[src/rtl/fb_arbiter.sv]
// Frame-buffer SDRAM arbiter: fetches display lines into a double-buffered
// line buffer with a bounded number of outstanding reads, and interleaves
// host write requests between line fetches.
module fb_arbiter #(
  parameter int          LINE_WORDS = 640,
  parameter logic [23:0] BASE_ADDR  = 24'h000000,
  parameter int          MAX_OUT    = 4
) (
  input  logic        i_clk,
  input  logic        i_rst,
  input  logic        i_line_req,
  input  logic [9:0]  i_line_y,
  input  logic        i_wr_req,
  input  logic [23:0] i_wr_addr,
  input  logic [15:0] i_wr_data,
  output logic        o_wr_ack,
  output logic        o_mem_req,
  output logic        o_mem_we,
  output logic [23:0] o_mem_addr,
  output logic [15:0] o_mem_wdata,
  input  logic        i_mem_ack,
  input  logic        i_mem_rvalid,
  input  logic [15:0] i_mem_rdata,
  output logic        o_lb_we,
  output logic [9:0]  o_lb_addr,
  output logic [15:0] o_lb_data,
  output logic        o_lb_sel,
  output logic        o_line_done,
  output logic        o_underrun
);

  localparam int CW = $clog2(LINE_WORDS + 1);

  typedef enum logic [1:0] {S_IDLE, S_READ, S_DRAIN, S_WRITE} state_t;

  state_t        r_state;
  logic          r_pend;
  logic [9:0]    r_y;
  logic [23:0]   r_line_addr;
  logic [CW-1:0] r_issued;
  logic [CW-1:0] r_wcnt;
  logic [2:0]    r_out;
  logic          r_last_wr;
  logic          r_wr_ack;
  logic          r_mem_req;
  logic          r_mem_we;
  logic [23:0]   r_mem_addr;
  logic [15:0]   r_mem_wdata;
  logic          r_lb_we;
  logic [9:0]    r_lb_addr;
  logic [15:0]   r_lb_data;
  logic          r_lb_sel;
  logic          r_line_done;
  logic          r_underrun;

  logic          w_fetching;
  logic          w_acc;
  logic          w_rv;
  logic [CW-1:0] w_issued_nx;
  logic [2:0]    w_out_nx;
  logic [9:0]    w_y;
  logic [23:0]   w_line_addr;
  logic          w_rd_more;

  // Next-cycle read counters and the start address of a line about to be fetched.
  always_comb begin
    w_fetching  = (r_state == S_READ) || (r_state == S_DRAIN);
    w_acc       = (r_state == S_READ) && r_mem_req && i_mem_ack;
    w_rv        = w_fetching && i_mem_rvalid;
    w_issued_nx = r_issued + CW'(w_acc);
    case ({w_acc, w_rv})
      2'b10:   w_out_nx = r_out + 3'd1;
      2'b01:   w_out_nx = r_out - 3'd1;
      default: w_out_nx = r_out;
    endcase
    // A request arriving in the same cycle it is consumed takes precedence.
    if (i_line_req) begin
      w_y = i_line_y;
    end else begin
      w_y = r_y;
    end
    w_line_addr = BASE_ADDR + (24'(w_y) * 24'(LINE_WORDS));
    w_rd_more   = (w_issued_nx < CW'(LINE_WORDS)) && (w_out_nx < 3'(MAX_OUT));
  end

  // Arbitration FSM with all outputs registered.
  always_ff @(posedge i_clk) begin
    if (i_rst) begin
      r_state     <= S_IDLE;
      r_pend      <= 1'b0;
      r_y         <= 10'd0;
      r_line_addr <= 24'd0;
      r_issued    <= '0;
      r_wcnt      <= '0;
      r_out       <= 3'd0;
      r_last_wr   <= 1'b0;
      r_wr_ack    <= 1'b0;
      r_mem_req   <= 1'b0;
      r_mem_we    <= 1'b0;
      r_mem_addr  <= 24'd0;
      r_mem_wdata <= 16'd0;
      r_lb_we     <= 1'b0;
      r_lb_addr   <= 10'd0;
      r_lb_data   <= 16'd0;
      r_lb_sel    <= 1'b0;
      r_line_done <= 1'b0;
      r_underrun  <= 1'b0;
    end else begin
      r_wr_ack    <= 1'b0;
      r_lb_we     <= 1'b0;
      r_line_done <= 1'b0;
      r_underrun  <= 1'b0;
      r_last_wr   <= 1'b0;

      if (i_line_req) begin
        r_pend <= 1'b1;
        r_y    <= i_line_y;
        if (w_fetching) begin
          r_underrun <= 1'b1;
        end
      end

      // Returned read data goes to the line buffer one cycle later.
      if (w_rv) begin
        r_lb_we   <= 1'b1;
        r_lb_data <= i_mem_rdata;
        r_lb_addr <= 10'(r_wcnt);
        r_wcnt    <= r_wcnt + CW'(1);
        r_last_wr <= (r_wcnt == CW'(LINE_WORDS - 1));
      end

      if (r_last_wr) begin
        r_line_done <= 1'b1;
        r_lb_sel    <= ~r_lb_sel;
      end

      case (r_state)
        S_IDLE: begin
          if (r_pend || i_line_req) begin
            r_state     <= S_READ;
            r_pend      <= 1'b0;
            r_line_addr <= w_line_addr;
            r_issued    <= '0;
            r_out       <= 3'd0;
            r_wcnt      <= '0;
            r_lb_addr   <= 10'd0;
            r_mem_req   <= 1'b1;
            r_mem_we    <= 1'b0;
            r_mem_addr  <= w_line_addr;
          end else if (i_wr_req && !r_wr_ack) begin
            r_state     <= S_WRITE;
            r_mem_req   <= 1'b1;
            r_mem_we    <= 1'b1;
            r_mem_addr  <= i_wr_addr;
            r_mem_wdata <= i_wr_data;
          end else begin
            r_mem_req <= 1'b0;
            r_mem_we  <= 1'b0;
          end
        end
        S_READ: begin
          r_issued   <= w_issued_nx;
          r_out      <= w_out_nx;
          r_mem_req  <= w_rd_more;
          r_mem_addr <= r_line_addr + 24'(w_issued_nx);
          if (w_issued_nx == CW'(LINE_WORDS)) begin
            r_state <= S_DRAIN;
          end
        end
        S_DRAIN: begin
          r_out     <= w_out_nx;
          r_mem_req <= 1'b0;
          if ((r_out == 3'd0) && (r_wcnt == CW'(LINE_WORDS))) begin
            r_state <= S_IDLE;
          end
        end
        S_WRITE: begin
          if (i_mem_ack) begin
            r_state   <= S_IDLE;
            r_mem_req <= 1'b0;
            r_mem_we  <= 1'b0;
            r_wr_ack  <= 1'b1;
          end
        end
        default: begin
          r_state   <= S_IDLE;
          r_mem_req <= 1'b0;
          r_mem_we  <= 1'b0;
        end
      endcase
    end
  end

  assign o_wr_ack    = r_wr_ack;
  assign o_mem_req   = r_mem_req;
  assign o_mem_we    = r_mem_we;
  assign o_mem_addr  = r_mem_addr;
  assign o_mem_wdata = r_mem_wdata;
  assign o_lb_we     = r_lb_we;
  assign o_lb_addr   = r_lb_addr;
  assign o_lb_data   = r_lb_data;
  assign o_lb_sel    = r_lb_sel;
  assign o_line_done = r_line_done;
  assign o_underrun  = r_underrun;

endmodule

[config.mk]
export PLATFORM = sky130hd
export DESIGN_NAME = fb_arbiter
export DESIGN_NICKNAME = d
export VERILOG_FILES = /design/src/rtl/fb_arbiter.sv
export SDC_FILE = /design/constraint.sdc
export NUM_CORES = 1
export LEC_CHECK = 0
export ABC_AREA = 1
export BUFFER_PORTS_ARGS = -buffer_cell sky130_fd_sc_hd__buf_2
export CORE_ASPECT_RATIO = 1.25
export CORE_MARGIN = 3
export CORE_UTILIZATION = 60
export CTS_BUF_LIST = sky130_fd_sc_hd__clkbuf_2 sky130_fd_sc_hd__clkbuf_4 sky130_fd_sc_hd__clkbuf_8
export CTS_CLUSTER_DIAMETER = 100
export DETAILED_ROUTE_END_ITERATION = 6
export PLACE_DENSITY_LB_ADDON = 0.15
export SETUP_SLACK_MARGIN = 0.1
export SYNTH_ARGS = -nofsm -noshare
export SYNTH_HDL_FRONTEND = slang
export SYNTH_SLANG_ARGS = --single-unit
[constraint.sdc]
create_clock -name i_clk -period 9.2 [get_ports i_clk]
set_input_delay 1.84 -clock i_clk [delete_from_list [all_inputs] [get_ports i_clk]]
set_output_delay 1.84 -clock i_clk [all_outputs]
set_load 0.03 [all_outputs]
==> results list <==
- On the critical path, the stage with the largest delay is an instance of sky130_fd_sc_hd__fa_1.
* Placer congestion estimate: 0.954
- Total routed wirelength: 16100 um
* Antenna-violating nets left: 0
- Placeable core area: between 9000 and 10000 um^2
- In this run the biggest area consumer among cell types represents between 40 and 50% of the synthesized area.
* Fillers: 800
- The number of buffers and inverters on the critical path is 4.
- Cell types occupying the most area after synthesis: sky130_fd_sc_hd__dfxtp_1 42%, sky130_fd_sc_hd__nand2_1 10%, sky130_fd_sc_hd__nor2_1 7.6%
* Final std cell area, no fill: between 7000 and 8000 um^2
- Initial antenna violation count: 0
* Netlist area before placement: between 5000 and 6000 um^2
- The final hold violation count is 0.
- In the final routing, the length of wire on met1 measures between 6000 and 7000 um.
- Global-route wire length before repair: between 20000 and 30000 um
- Summing the areas of all and, or, nand and nor instances in the mapped netlist gives between 20% and 30% of the synthesized area.
- Hold WC Path Type: flip-flop to flip-flop
- Averaged over all synthesized cells, the footprint is slightly above 7 um^2.
- Post-Synth XOR/XNOR Area: under 10%
* CTS tree: built
- Across the run, the number of max-cap violations was 0.
- VDD sags by at most about 0.18 mV.
* Type of element capturing the critical path: flip-flop
- Layout cells sized above 1: between 20% and 30%
* Die height: ~120 um
- For this run, the slowest stage of the critical path takes 440 ps.
- The smallest clock period supported by the final layout is computed as around 4400 ps.
- After Yosys synthesis, full adders, half adders and majority gates account for under 10% of the synthesized area.
* Main synth FF type: sky130_fd_sc_hd__dfxtp_1
- Result of the run: completed
- RSZ-0062 raised after global routing: false
- For the final routed database, the setup TNS stands at 0 ps.
- Slew @ Worst Pin: just under 900 ps
- Among the stages of the critical path, the cell type that occurs most often is sky130_fd_sc_hd__nand2_1.
- Async set-or-reset flop fraction in the synthesized netlist: 0%
* Sw Share: between 40% and 50%
- Highest routed layer: met4
- Clock latency on the worst-skew pair: between 400 and 500 ps
- Most frequent cell after synthesis: sky130_fd_sc_hd__nand2_1
- Combinational logic is responsible for 42.8% of the overall power.
* # nets final: ~1000
* Post-detailed-route DRC marker count: 0
* Count of clock tree sinks: ~120
- Distinct cells, synth: 44
- During synthesis, Yosys emitted a total of 0 warnings.
- Required time worst endpoint: 9570 ps
* Number of synthesized flops with an enable pin: 0
* Number of setup violations in the final report: 0
- Met3 WL post-DR: ~1100 um
* Number of vias after detailed routing: between 5000 and 6000
- Arrival time reported for the critical path endpoint: about 4800 ps
- Pin count of the biggest net entering global routing: between 60 and 70
- DRT Pass-1 Iters: 7
- The initial utilization of the core area, before any placement, comes to a little over three fifths.
- Sequential elements use 41.5% of the synthesized area.
- PwrDens: between 200 and 300 nW/um^2
* Area leader, netlist: sky130_fd_sc_hd__dfxtp_1
- In this run the post-CTS setup repair buffer count came out at 0.
- Total placed instance area: 6650 um^2
- Relative contribution of the clock network to total power: between 20% and 30%
- DIE WIDTH: 94.9 um
- The clock arrives with ~8.0 ps of skew.
* Overflow left after global routing: 0
* Family of cells with the greatest summed delay on the critical path: simple AND/OR/NAND/NOR gates
* Total met2 wirelength after detailed routing: between 8000 and 9000 um
* Yosys reg bits: ~120
- Clock buffer depth: 2
- Ranked by instance count, the synthesized netlist is headed by 158 x sky130_fd_sc_hd__nand2_1, 123 x sky130_fd_sc_hd__dfxtp_1, 120 x sky130_fd_sc_hd__nor2_1, 65 x sky130_fd_sc_hd__a21oi_1, 63 x sky130_fd_sc_hd__inv_1.
* Count of boundary I/O pins: roughly 150
- DR vias/cell: between 5 and 6
- The number of clock buffers added by TritonCTS is 17.
* Clock root buffer: sky130_fd_sc_hd__clkbuf_8
- After floorplanning, the core was divided into 39 placement rows.
- Part of the power in registers: ~34%
- The internal portion of the total power is roughly 1200 uW.
* Largest family of logic cells by synthesized area: simple AND/OR/NAND/NOR gates
- Summing all multi-input logic gate instances after layout gives 3010 um^2.
* Total of buffers placed on input and output ports: 144
- The worst setup path is launched from a primary input.
- Period utilisation layout: between 40% and 50%
- Compound-gate portion of the synthesized area: between 15 and 20%
- Switching power: roughly 960 uW
- Of the post-synthesis cell area, the part taken by muxes is 0%.
- The H-tree was split into 4 levels.
- The via count of the first global-routing pass came to 5715.
* Hold buffer count at cts: 0
* DIE AREA: 11100 um^2
* Standby leakage power: approximately 0.0033 uW
* Pins Over Slew Limit: 0
* Max Clock Freq: around 230 MHz
- Highest fanout seen on the critical path: 6
- DPL Wire Length: 11900 um
- Startpoint-to-endpoint class of the critical path: primary input to flip-flop
- In this run, the number of DRC markers left after iteration 0 of detailed routing was between 200 and 300.
* Slew Limit Headroom: between 40% and 50%
* Resized cells post-CTS: 0
- Cell chain of the critical path: buf_2, nand3_1, inv_1, ha_1, ha_1, nand3_1, inv_1, nand2_1, nand2_1, nand2_1, fa_1, inv_1, nand2_1, nand2_1, nand2_1, nor2_2, nand3_1, o21ai_0, nand3_1, a31oi_1
- Summing all flip-flop and latch instances after layout gives 2460 um^2.
- The number of nets in the synthesized netlist is slightly above 900.
- The repair_antennas step left the layout with diodes totalling 0.
- The area growth from synthesis to layout is 18.8%.
* Post-synthesis cell count: 815
* Routed length per placed instance: roughly 15 um
- All-layer global routing usage: slightly above 30%
- Clock-pin slew on the worst setup and hold paths: ~80 ps
==> sequential cells by signal, indices dropped and copies added (netlist names), 2 cells and up <==
signal and count:
r_out 3, r_line_addr 13, o_mem_addr 24, o_lb_addr 10, o_mem_wdata 16, r_state 2
r_y 10, o_lb_data 16, r_issued 10, r_wcnt 10
==> cell usage in the layout, fill, tap and decap left out, types with 2 or more instances in the layout <==
master	count
sky130_fd_sc_hd__a31oi_1	11
sky130_fd_sc_hd__nor2_2	7
sky130_fd_sc_hd__fa_1	3
sky130_fd_sc_hd__buf_4	2
sky130_fd_sc_hd__o21ai_0	60
sky130_fd_sc_hd__o22ai_1	5
sky130_fd_sc_hd__nor2_1	120
sky130_fd_sc_hd__a21oi_1	65
sky130_fd_sc_hd__dfxtp_1	123
sky130_fd_sc_hd__o211ai_1	3
sky130_fd_sc_hd__xnor2_1	3
sky130_fd_sc_hd__or2_1	2
sky130_fd_sc_hd__o21ai_1	17
sky130_fd_sc_hd__nand3_1	44
sky130_fd_sc_hd__clkinvlp_4	3
sky130_fd_sc_hd__ha_1	29
sky130_fd_sc_hd__nand2_2	3
sky130_fd_sc_hd__inv_1	63
sky130_fd_sc_hd__inv_6	5
sky130_fd_sc_hd__a211oi_1	3
sky130_fd_sc_hd__o221ai_1	2
sky130_fd_sc_hd__xor2_1	11
sky130_fd_sc_hd__inv_2	13
sky130_fd_sc_hd__a22oi_1	4
sky130_fd_sc_hd__clkbuf_8	17
sky130_fd_sc_hd__bufinv_16	2
sky130_fd_sc_hd__clkinv_4	2
sky130_fd_sc_hd__nand2_1	158
sky130_fd_sc_hd__nand4_1	6
sky130_fd_sc_hd__nor3_1	7
sky130_fd_sc_hd__a221oi_1	2
sky130_fd_sc_hd__buf_2	144
==> cell type report <==
type | instances | area share (%)
inverter | 77 | 4.10
timing repair buffer | 146 | 10.4
clock buffer | 17 | 3.32
sequential | 123 | 35.0
clock inverter | 14 | 2.27
multi-input combinational | 579 | 42.7
tap | 123 | 2.19
==> worst paths after layout <==
check                                 from             end  slack [ps]  depth (start not counted)
worst min register to register   r_last_wr     o_line_done         440                          2
worst max register to register  r_state[1]  o_mem_addr[19]        5120                         21
worst max-delay path             i_mem_ack  o_mem_addr[19]        4810                         20
worst min-delay path             r_last_wr     o_line_done         440                          2
==> power groups by stage <==
stage                     logic (uW)  clock network [uW]  registers (uW)
final                            904                 484             722
after global routing            1010                 512             738
after global placement           881                   0             728
after floorplan                  494                   0             902
after detailed placement         901                   0             733
after CTS                        908                 489             722
==> routing by layer <==
layer | global-route usage (%) | vias to the layer above
met5 | 0 | -
met4 | 14.2 | 0
met3 | 7.48 | 50
met2 | 54.5 | 206
met1 | 33.9 | 2663
li1 | - | 2930
==> tightest hold or removal path, cell delays in order, from the launching register on <==
cell and delay, ps:
sky130_fd_sc_hd__dfxtp_1 320, sky130_fd_sc_hd__inv_1 50, sky130_fd_sc_hd__nor2_1 30
==> stage by stage <==
step / setup slack, ps / utilization, % / cells / total power [uW] / hold slack, ps
finish: 4810 / 75.2 / 1079 / 2110 / 442
global route: 4390 / 75.2 / 1079 / 2260 / 458
CTS: 4860 / 75.2 / 1079 / 2120 / 444
detailed placement: 4430 / 71.0 / 1048 / 1630 / 440
global placement: 4500 / 71.0 / 1048 / 1610 / 425
floorplan: 5020 / - / 815 / 1400 / 416
==> cells by family after synthesis <==
logic type | Yosys count
flip-flops | 123
AO/OA/AOI/OAI | 177
AND/OR/NAND/NOR | 356
XOR/XNOR | 14
adder cells (fa/ha/maj) | 32
buffers and inverters | 113
Power figures use the tool's default switching activity.
